$ cat src/rtl/alu_pkg.sv
// alu_pkg: ALU control codes, aluop encodings and R-type funct values shared by the issue stage
package alu_pkg;
  localparam logic [3:0] CTL_AND  = 4'd0;
  localparam logic [3:0] CTL_OR   = 4'd1;
  localparam logic [3:0] CTL_ADD  = 4'd2;
  localparam logic [3:0] CTL_SLTU = 4'd3;
  localparam logic [3:0] CTL_SUB  = 4'd6;
  localparam logic [3:0] CTL_SLT  = 4'd7;
  localparam logic [3:0] CTL_NOR  = 4'd12;
  localparam logic [3:0] CTL_ILL  = 4'd15;
  localparam logic [1:0] ALUOP_ADD   = 2'b00;
  localparam logic [1:0] ALUOP_SUB   = 2'b01;
  localparam logic [1:0] ALUOP_FUNCT = 2'b10;
  localparam logic [1:0] ALUOP_OR    = 2'b11;
  localparam logic [5:0] FUNCT_ADD  = 6'b100000;
  localparam logic [5:0] FUNCT_SUB  = 6'b100010;
  localparam logic [5:0] FUNCT_AND  = 6'b100100;
  localparam logic [5:0] FUNCT_OR   = 6'b100101;
  localparam logic [5:0] FUNCT_NOR  = 6'b100111;
  localparam logic [5:0] FUNCT_SLT  = 6'b101010;
  localparam logic [5:0] FUNCT_SLTU = 6'b101011;
endpackage

$ cat src/rtl/alu_ctl_decode.sv
// alu_ctl_decode: combinational aluop+funct to 4-bit ALU control, flags unknown funct as illegal
module alu_ctl_decode
  import alu_pkg::*;
(
  input  logic [1:0] aluop_i,
  input  logic [5:0] funct_i,
  output logic [3:0] ctl_o,
  output logic       illegal_o
);
  logic [3:0] fctl;
  always_comb begin
    fctl = CTL_ILL;
    case (funct_i)
      FUNCT_AND:  fctl = CTL_AND;
      FUNCT_OR:   fctl = CTL_OR;
      FUNCT_ADD:  fctl = CTL_ADD;
      FUNCT_SUB:  fctl = CTL_SUB;
      FUNCT_SLT:  fctl = CTL_SLT;
      FUNCT_SLTU: fctl = CTL_SLTU;
      FUNCT_NOR:  fctl = CTL_NOR;
      default:    fctl = CTL_ILL;
    endcase
    ctl_o = aluop_i == ALUOP_FUNCT ? fctl :
            aluop_i == ALUOP_SUB   ? CTL_SUB :
            aluop_i == ALUOP_OR    ? CTL_OR  : CTL_ADD;
    illegal_o = aluop_i == ALUOP_FUNCT && fctl == CTL_ILL;
  end
endmodule

$ cat src/rtl/alu_issue_stage.sv
// alu_issue_stage: ID/EX issue stage with 2-entry skid buffer feeding the ALU.
// Define ALU_ISSUE_FWD_EN to add the fwd_* writeback bypass applied at capture.
module alu_issue_stage
  import alu_pkg::*;
#(
  parameter int DWIDTH = 32,
  parameter int RWIDTH = 5
) (
  input  logic              clk,
  input  logic              rst,
  input  logic              flush,
  input  logic              in_valid,
  output logic              in_ready,
  input  logic [1:0]        in_aluop,
  input  logic [5:0]        in_funct,
  input  logic [DWIDTH-1:0] in_rs_data,
  input  logic [DWIDTH-1:0] in_rt_data,
  input  logic [DWIDTH-1:0] in_imm,
  input  logic              in_use_imm,
  input  logic [RWIDTH-1:0] in_rs,
  input  logic [RWIDTH-1:0] in_rt,
  input  logic [RWIDTH-1:0] in_rd,
`ifdef ALU_ISSUE_FWD_EN
  input  logic              fwd_valid,
  input  logic [RWIDTH-1:0] fwd_rd,
  input  logic [DWIDTH-1:0] fwd_data,
`endif
  output logic              out_valid,
  input  logic              out_ready,
  output logic [DWIDTH-1:0] out_A,
  output logic [DWIDTH-1:0] out_B,
  output logic [3:0]        out_ctl,
  output logic [RWIDTH-1:0] out_rd,
  output logic              out_illegal,
  output logic [31:0]       stall_cnt
);
  typedef struct packed {
    logic [DWIDTH-1:0] a;
    logic [DWIDTH-1:0] b;
    logic [3:0]        ctl;
    logic [RWIDTH-1:0] rd;
    logic              ill;
  } entry_t;
  entry_t     main_q, skid_q, new_e;
  logic       main_v_q, main_v_d, skid_v_q, skid_v_d;
  logic [31:0] stall_q, stall_d;
  logic       main_free, acc;
  logic [3:0] dec_ctl;
  logic       dec_ill;
  alu_ctl_decode u_dec (
    .aluop_i   (in_aluop),
    .funct_i   (in_funct),
    .ctl_o     (dec_ctl),
    .illegal_o (dec_ill)
  );
`ifdef ALU_ISSUE_FWD_EN
  logic fwd_a, fwd_b;
  assign fwd_a = fwd_valid && fwd_rd != '0 && fwd_rd == in_rs;
  assign fwd_b = fwd_valid && fwd_rd != '0 && fwd_rd == in_rt && !in_use_imm;
  assign new_e.a = fwd_a ? fwd_data : in_rs_data;
  assign new_e.b = fwd_b ? fwd_data : in_use_imm ? in_imm : in_rt_data;
`else
  logic unused_idx;
  assign unused_idx = ^{in_rs, in_rt};
  assign new_e.a = in_rs_data;
  assign new_e.b = in_use_imm ? in_imm : in_rt_data;
`endif
  assign new_e.ctl = dec_ctl;
  assign new_e.rd  = in_rd;
  assign new_e.ill = dec_ill;
  assign in_ready  = !skid_v_q;
  assign acc       = in_valid && in_ready;
  assign main_free = !main_v_q || out_ready;
  // a free main slot takes the skid entry first so order is preserved
  always_comb begin
    main_v_d = flush ? 1'b0 : main_free ? (skid_v_q || acc) : 1'b1;
    skid_v_d = flush ? 1'b0 : main_free ? 1'b0 : (skid_v_q || acc);
    stall_d  = (main_v_q && !out_ready && ~&stall_q) ? stall_q + 32'd1 : stall_q;
  end
  always_ff @(posedge clk or posedge rst) begin
    if (rst) begin
      main_v_q <= 1'b0;
      skid_v_q <= 1'b0;
      main_q   <= '0;
      skid_q   <= '0;
      stall_q  <= '0;
    end else begin
      main_v_q <= main_v_d;
      skid_v_q <= skid_v_d;
      stall_q  <= stall_d;
      if (main_free && skid_v_q) main_q <= skid_q;
      else if (main_free && acc) main_q <= new_e;
      if (!main_free && acc) skid_q <= new_e;
    end
  end
  assign out_valid   = main_v_q;
  assign out_A       = main_q.a;
  assign out_B       = main_q.b;
  assign out_ctl     = main_q.ctl;
  assign out_rd      = main_q.rd;
  assign out_illegal = main_q.ill;
  assign stall_cnt   = stall_q;
endmodule

$ cat config.mk
export PLATFORM = sky130hd
export DESIGN_NAME = alu_issue_stage
export DESIGN_NICKNAME = d
export VERILOG_FILES = /design/src/rtl/alu_pkg.sv /design/src/rtl/alu_ctl_decode.sv /design/src/rtl/alu_issue_stage.sv
export SDC_FILE = /design/constraint.sdc
export NUM_CORES = 1
export LEC_CHECK = 0
export ABC_AREA = 1
export BUFFER_PORTS_ARGS = -buffer_cell sky130_fd_sc_hd__clkbuf_2
export CAP_MARGIN = 15
export CORE_MARGIN = 2
export CORE_UTILIZATION = 53
export DETAILED_ROUTE_END_ITERATION = 16
export GPL_TIMING_DRIVEN = 0
export PLACE_DENSITY = 0.89
export SYNTH_ARGS = -nofsm -noshare
export SYNTH_HDL_FRONTEND = slang
export SYNTH_SLANG_ARGS = --single-unit
$ cat constraint.sdc
create_clock -name clk -period 7.52 [get_ports clk]
set_input_delay 1.504 -clock clk [delete_from_list [all_inputs] [get_ports clk]]
set_output_delay 1.504 -clock clk [all_outputs]
set_load 0.02 [all_outputs]
==> qor.yml, run 1 <==
cells_and_area:
  drive_gt1_share_pct: 22.5
  n_fill_cell: 1317
  multi_input_area_um2: 3650
  fin_cells: 1535
  areaGrowthSynthToFinish_pct: 23.5
  finalNetCount: 1433
  regArea_um2: 4550
critical_path:
  path_cells: "inv_2 -> clkbuf_1 -> clkbuf_2"
  required_ns: 6.02
  cpMaxStageDelayCell: "dfrtp_1"
  reg2reg_depth: 9
  crit_fanout: 10
  worstSetupEndpointType: "output port"
  start_kind: "flop"
  arrival_ns: 1.72
  max_stage_delay_ns: 0.46
  path_class: "flop to output port"
sta:
  period_minus_slack_ns: 3.22
  finClkSkew_ns: 0.00838
  setup_viol: 0
  hold_viol_final: 0
  worst_pin_slew_ns: 0.650
  fmax_mhz: 310
  slew_violations: 0
  timing.slew.headroom_pct: 56.6
  rsz0062_at_grt: "false"
  fin_crit_sh_pct: 42.9
  setup_slack_ns: 4.30
clock_tree:
  cts_resized: 0
  clock_sinks: 182
  cts_made_buffers: 17
  cts_tree: "done"
  ctsHoldBuffers: 0
  htreeDepth: 4
  root_buffer: "clkbuf_16"
  clockBufferDepth: 2
  worstSkewPairLatency_ns: 0.43
  post_cts_buffers: 0
  clkTransAtPathRegs_ns: 0.06
placement:
  portBuffers: 221
  dp_slack_ns: 4.37
  dp_hpwl_mm: 17.3
  dp_cells: 1504
  place.gp.congestion: 0.921
global_route:
  grt_pass1_vias: 7672
  grt_max_degree: 134
  grt_first_pass_wirelength_mm: 38.8
  antenna_found_initial: 0
  grt_usage_pct: 27.9
  gr-total-overflow: 0
synthesis:
  synth_simple_gate_area_share_pct: 24.6
  synth_commonest_cells: "nand2_1, dfrtp_1, nor2_1, o21ai_0, a21oi_1"
  synth_warnings: 0
  postSynthAreaPerCell_um2: 8.07
  postSynthCellCount: 1066
  synth_ff_type: "dfrtp_1"
  yosys.cell_count.top_type: "nand2_1"
  synth-edff-count: 0
  synth_xor_area_share_pct: 2.22
  ys_ff_latch: 182
  synth_nets: 1192
  yosysTopAreaCellShare_pct: 52.9
  seq_area_frac_synth_pct: 52.9
  synth_compound_area_share_pct: 11.7
  synth.distinct_cells: 30
  netlist_area_um2: 8610
  yosys-top-cells-area: "dfrtp_1, nand2_1, o21ai_0, nor2_1, mux2i_1"
  synth_fa_ha_area_share_pct: 0.145
  synthMuxAreaShare_pct: 3.72
  async_reset_ff_share_pct: 100
  yosys.area.top_type: "dfrtp_1"
  synth_top_family_by_area: "simple AND/OR/NAND/NOR gates"
min_path:
  hold_path.class: "flop to flop"
  hold_depth: 2
routing:
  first_pass_iters: 8
  routed_wl_mm: 23.8
  vias: 8078
  drtIter0Drc: 586
  drc_errors: 0
  viasPerCell: 5.26
  avgRoutedWirePerCell_um: 15.5
  ant_nets: 0
job:
  max-cap-violations: 0
power:
  p_leak_nw: 5.50
  p_per_area_nw_per_um2: 253
  ir_drop_mv: 0.177
floorplanning:
  dieArea_um2: 17300
  boundaryPins: 233
  die_h_um: 131
  die_w_um: 131
  initial_core_util_pct: 54.2
  coreArea_um2: 15900
  rows: 46
outcome:
  status: "finished, final reports clean"
layout make-up:
type | instances | area share (%)
Antenna cell | 1 | 0.0235
Clock inverter | 9 | 1.33
Clock buffer | 21 | 4.42
Buffer | 56 | 2.52
Timing Repair Buffer | 222 | 10.7
Tap cell | 216 | 2.54
Inverter | 35 | 1.31
Sequential cell | 182 | 42.8
Multi-Input combinational cell | 793 | 34.4
cell usage in the layout, fill, tap and decap left out, drive strengths merged:
cell type / n
o21ai: 160
nand4: 5
ha: 1
a21boi: 2
nor3b: 1
xnor2: 4
a21oi: 37
clkinvlp: 1
nand2: 366
clkinv: 2
buf: 36
nor2: 140
clkbuf: 263
mux2i: 32
dfrtp: 182
nand3: 10
inv: 38
nor3: 16
bufinv: 3
xor2: 17
diode: 1
nand3b: 1
a31oi: 1
flip-flops by register name, summed over array words and instances, names as in the netlist:
signal	cells
skid_v_q	1
out_illegal	1
out_rd	5
out_B	32
skid_q	74
out_ctl	4
out_A	32
stall_cnt	32
out_valid	1
power by group:
part	total, W	internal [W]	switching (W)	leakage, nW
logic	0.000515	0.000180	0.000335	2.93
clock network	0.000933	0.000551	0.000382	0.297
registers	0.00124	0.00114	0.000101	2.27
total	0.00269	0.00187	0.000819	5.50
cell families after synthesis:
family	after synthesis
simple gates	539
compound gates	200
flops	182
buf+inv	91
mux	32
xor+xnor	21
fa+ha+maj	1
routing by layer:
metal / up-vias / wire length [um] / share of wire, % / GRT usage (%)
met2: 327 / 11300 / 48 / 44.9
li1: 3908 / - / - / -
met4: 0 / 705 / 3.0 / 11.0
met5: - / 0 / 0 / 0
met1: 3790 / 10300 / 43 / 37.2
met3: 53 / 1490 / 6.2 / 5.83
per-stage QoR:
step	area, um2	setup TNS (ns)	total power, W	util [%]	hold slack [ns]
6_report	10600	0	0.00269	66.9	0.466
5_1_grt	10600	0	0.00282	66.9	0.487
4_1_cts	10600	0	0.00270	66.9	0.469
3_5_place_dp	10000	0	0.00177	63.1	0.453
3_3_place_gp	9980	-163.45	0.00174	62.8	0.448
2_1_floorplan	8610	0	0.00157	-	0.437
path summary, 6_finish.rpt:
| check | endpoint | slack, ns | from |
|---|---|---|---|
| max | in_ready | 4.30 | skid_v_q$_DFF_PP0_ |
| min | skid_q[68]$_DFFE_PP0P_ | 0.47 | skid_q[68]$_DFFE_PP0P_ |
| max reg2reg | stall_cnt[8]$_DFFE_PP0P_ | 5.58 | stall_cnt[0]$_DFFE_PP0P_ |
| min reg2reg | skid_q[68]$_DFFE_PP0P_ | 0.47 | skid_q[68]$_DFFE_PP0P_ |
| max in group asynchronous | out_A[5]$_DFFE_PP0P_ | 5.50 | rst |
| min in group asynchronous | out_B[8]$_DFFE_PP0P_ | 1.07 | rst |
worst max-delay path, delay by kind of cell, from the launching register on:
kind,cells,cell delay (ns)
buffers and inverters,3,0.82
flip-flops,1,0.46
Note: power is estimated with default switching activity, not from simulation.
==> inputs of run 2 (changes only) <==
Clock period 7.52 ns to 2.99 ns, I/O delays scaled along.
==> qor.yml, run 2 (synthesis gave the netlist of run 1 again) <==
routing:
  avgRoutedWirePerCell_um: 15.7
  drtIter0Drc: 624
  vias: 8175
  ant_nets: 0
  drc_errors: 0
  viasPerCell: 5.31
  routed_wl_mm: 24.2
  first_pass_iters: 6
critical_path:
  arrival_ns: 1.71
  required_ns: 2.39
  max_stage_delay_ns: 0.47
  worstSetupEndpointType: "output port"
  cpMaxStageDelayCell: "dfrtp_1"
  crit_fanout: 10
  r2r-start: "stall_cnt[0]$_DFFE_PP0P_"
  rrSetupSlack_ns: 0.97
  start_kind: "flop"
  reg2reg_depth: 9
  path_class: "flop to output port"
  r2r-end: "stall_cnt[2]$_DFFE_PP0P_"
  path_delay_family: "buffers and inverters"
  crit_buf_inv: 3
  path_cells: "inv_2 -> clkbuf_1 -> clkbuf_2"
power:
  p_per_area_nw_per_um2: 624
  power.total_w: 0.00665
  ir_drop_mv: 0.467
  p_leak_nw: 5.50
cells_and_area:
  layout_common_cells: "nand2_1, clkbuf_2, dfrtp_1, nor2_1, o21ai_0"
  layout_commonest_cell: "nand2_1"
  finalNetCount: 1436
  fin_cells: 1539
  areaGrowthSynthToFinish_pct: 23.7
  regMostFlops: "skid_q"
  largest_reg_flops: 74
  drive_gt1_share_pct: 22.9
  antenna_cells: 0
  fin_util_pct: 67.0
placement:
  dp_slack_ns: 0.733
  place.gp.congestion: 0.899
  dp_hpwl_mm: 18.0
  portBuffers: 221
  dp_cells: 1507
job:
  max-cap-violations: 0
clock_tree:
  cts_resized: 0
  cts_tree: "done"
  clockBufferDepth: 2
  post_cts_buffers: 0
  worstSkewPairLatency_ns: 0.43
  ctsHoldBuffers: 0
  clkTransAtPathRegs_ns: 0.07
  htreeDepth: 4
  clock_sinks: 182
  root_buffer: "clkbuf_16"
  cts_made_buffers: 17
global_route:
  antenna_found_initial: 0
  grt_usage_pct: 28.3
  gr-total-overflow: 0
  grt_first_pass_wirelength_mm: 39.7
  grt_pass1_vias: 8078
  grt_max_degree: 42
sta:
  setup_slack_ns: 0.685
  slew_violations: 0
  fmax_mhz: 434
  rsz0062_at_grt: "false"
  fin_crit_sh_pct: 77.1
  finClkSkew_ns: 0.0107
  period_minus_slack_ns: 2.31
  whs_ns: 0.264
  worst_pin_slew_ns: 0.701
  hold_viol_final: 0
  timing.slew.headroom_pct: 53.2
  setup_viol: 0
floorplanning:
  die_w_um: 131
  die_h_um: 131
  rows: 46
  dieArea_um2: 17300
  initial_core_util_pct: 54.2
  boundaryPins: 233
  coreArea_um2: 15900
min_path:
  hold_path.class: "primary input to async pin"
outcome:
  status: "finished, final reports clean"
==> run 2: routing by layer <==
metal	routed length, um	track usage, %	vias up
met2	11700	46.5	335
met1	10300	37.5	3874
met5	0	0	-
met3	1710	6.40	45
li1	-	-	3921
met4	478	9.00	0
==> run 2: cell type report <==
| class | count | area (um2) |
|---|---|---|
| tap | 216 | 270 |
| clock inverter | 15 | 154 |
| buffer | 56 | 268 |
| clock buffer | 17 | 425 |
| timing repair buffer | 225 | 1190 |
| inverter | 35 | 135 |
| sequential | 182 | 4550 |
| multi-input combinational | 793 | 3650 |
| fill | 1311 | 5240 |
==> run 2: worst register-to-register path: cells and delay by family, from the launching register on <==
family	cells	cell delay [ns]
AO/OA/AOI/OAI	1	0.15
AND/OR/NAND/NOR	5	0.77
buffers and inverters	2	0.31
flip-flops	1	0.44
adder cells (fa/ha/maj)	1	0.24
==> run 2: how the worst max path moves through the flow <==
stage                       start               endpoint  slack, ns  cells after the start
4_1_cts        skid_v_q$_DFF_PP0_               in_ready       0.70                      3
3_3_place_gp                  rst  out_A[12]$_DFFE_PP0P_      -1.03                      2
6_report       skid_v_q$_DFF_PP0_               in_ready       0.68                      3
3_5_place_dp            out_ready  skid_q[5]$_DFFE_PP0P_       0.73                      9
2_1_floorplan                 rst   out_A[0]$_DFFE_PP0P_       0.06                      1
5_1_grt        skid_v_q$_DFF_PP0_               in_ready       0.60                      3
==> run 2: power by group <==
part	internal, W	switching [W]	leakage (nW)
clock network	0.00118	0.00104	0.281
registers	0.00286	0.000254	2.27
logic	0.000458	0.000851	2.95
==> run 2: metrics by stage <==
| stage | cell area (um2) | setup TNS, ns |
|---|---|---|
| final | 10600 | 0 |
| after global routing | 10600 | 0 |
| after CTS | 10600 | 0 |
| after detailed placement | 10100 | 0 |
| after global placement | 9990 | -185.91 |
| after floorplan | 8610 | 0 |
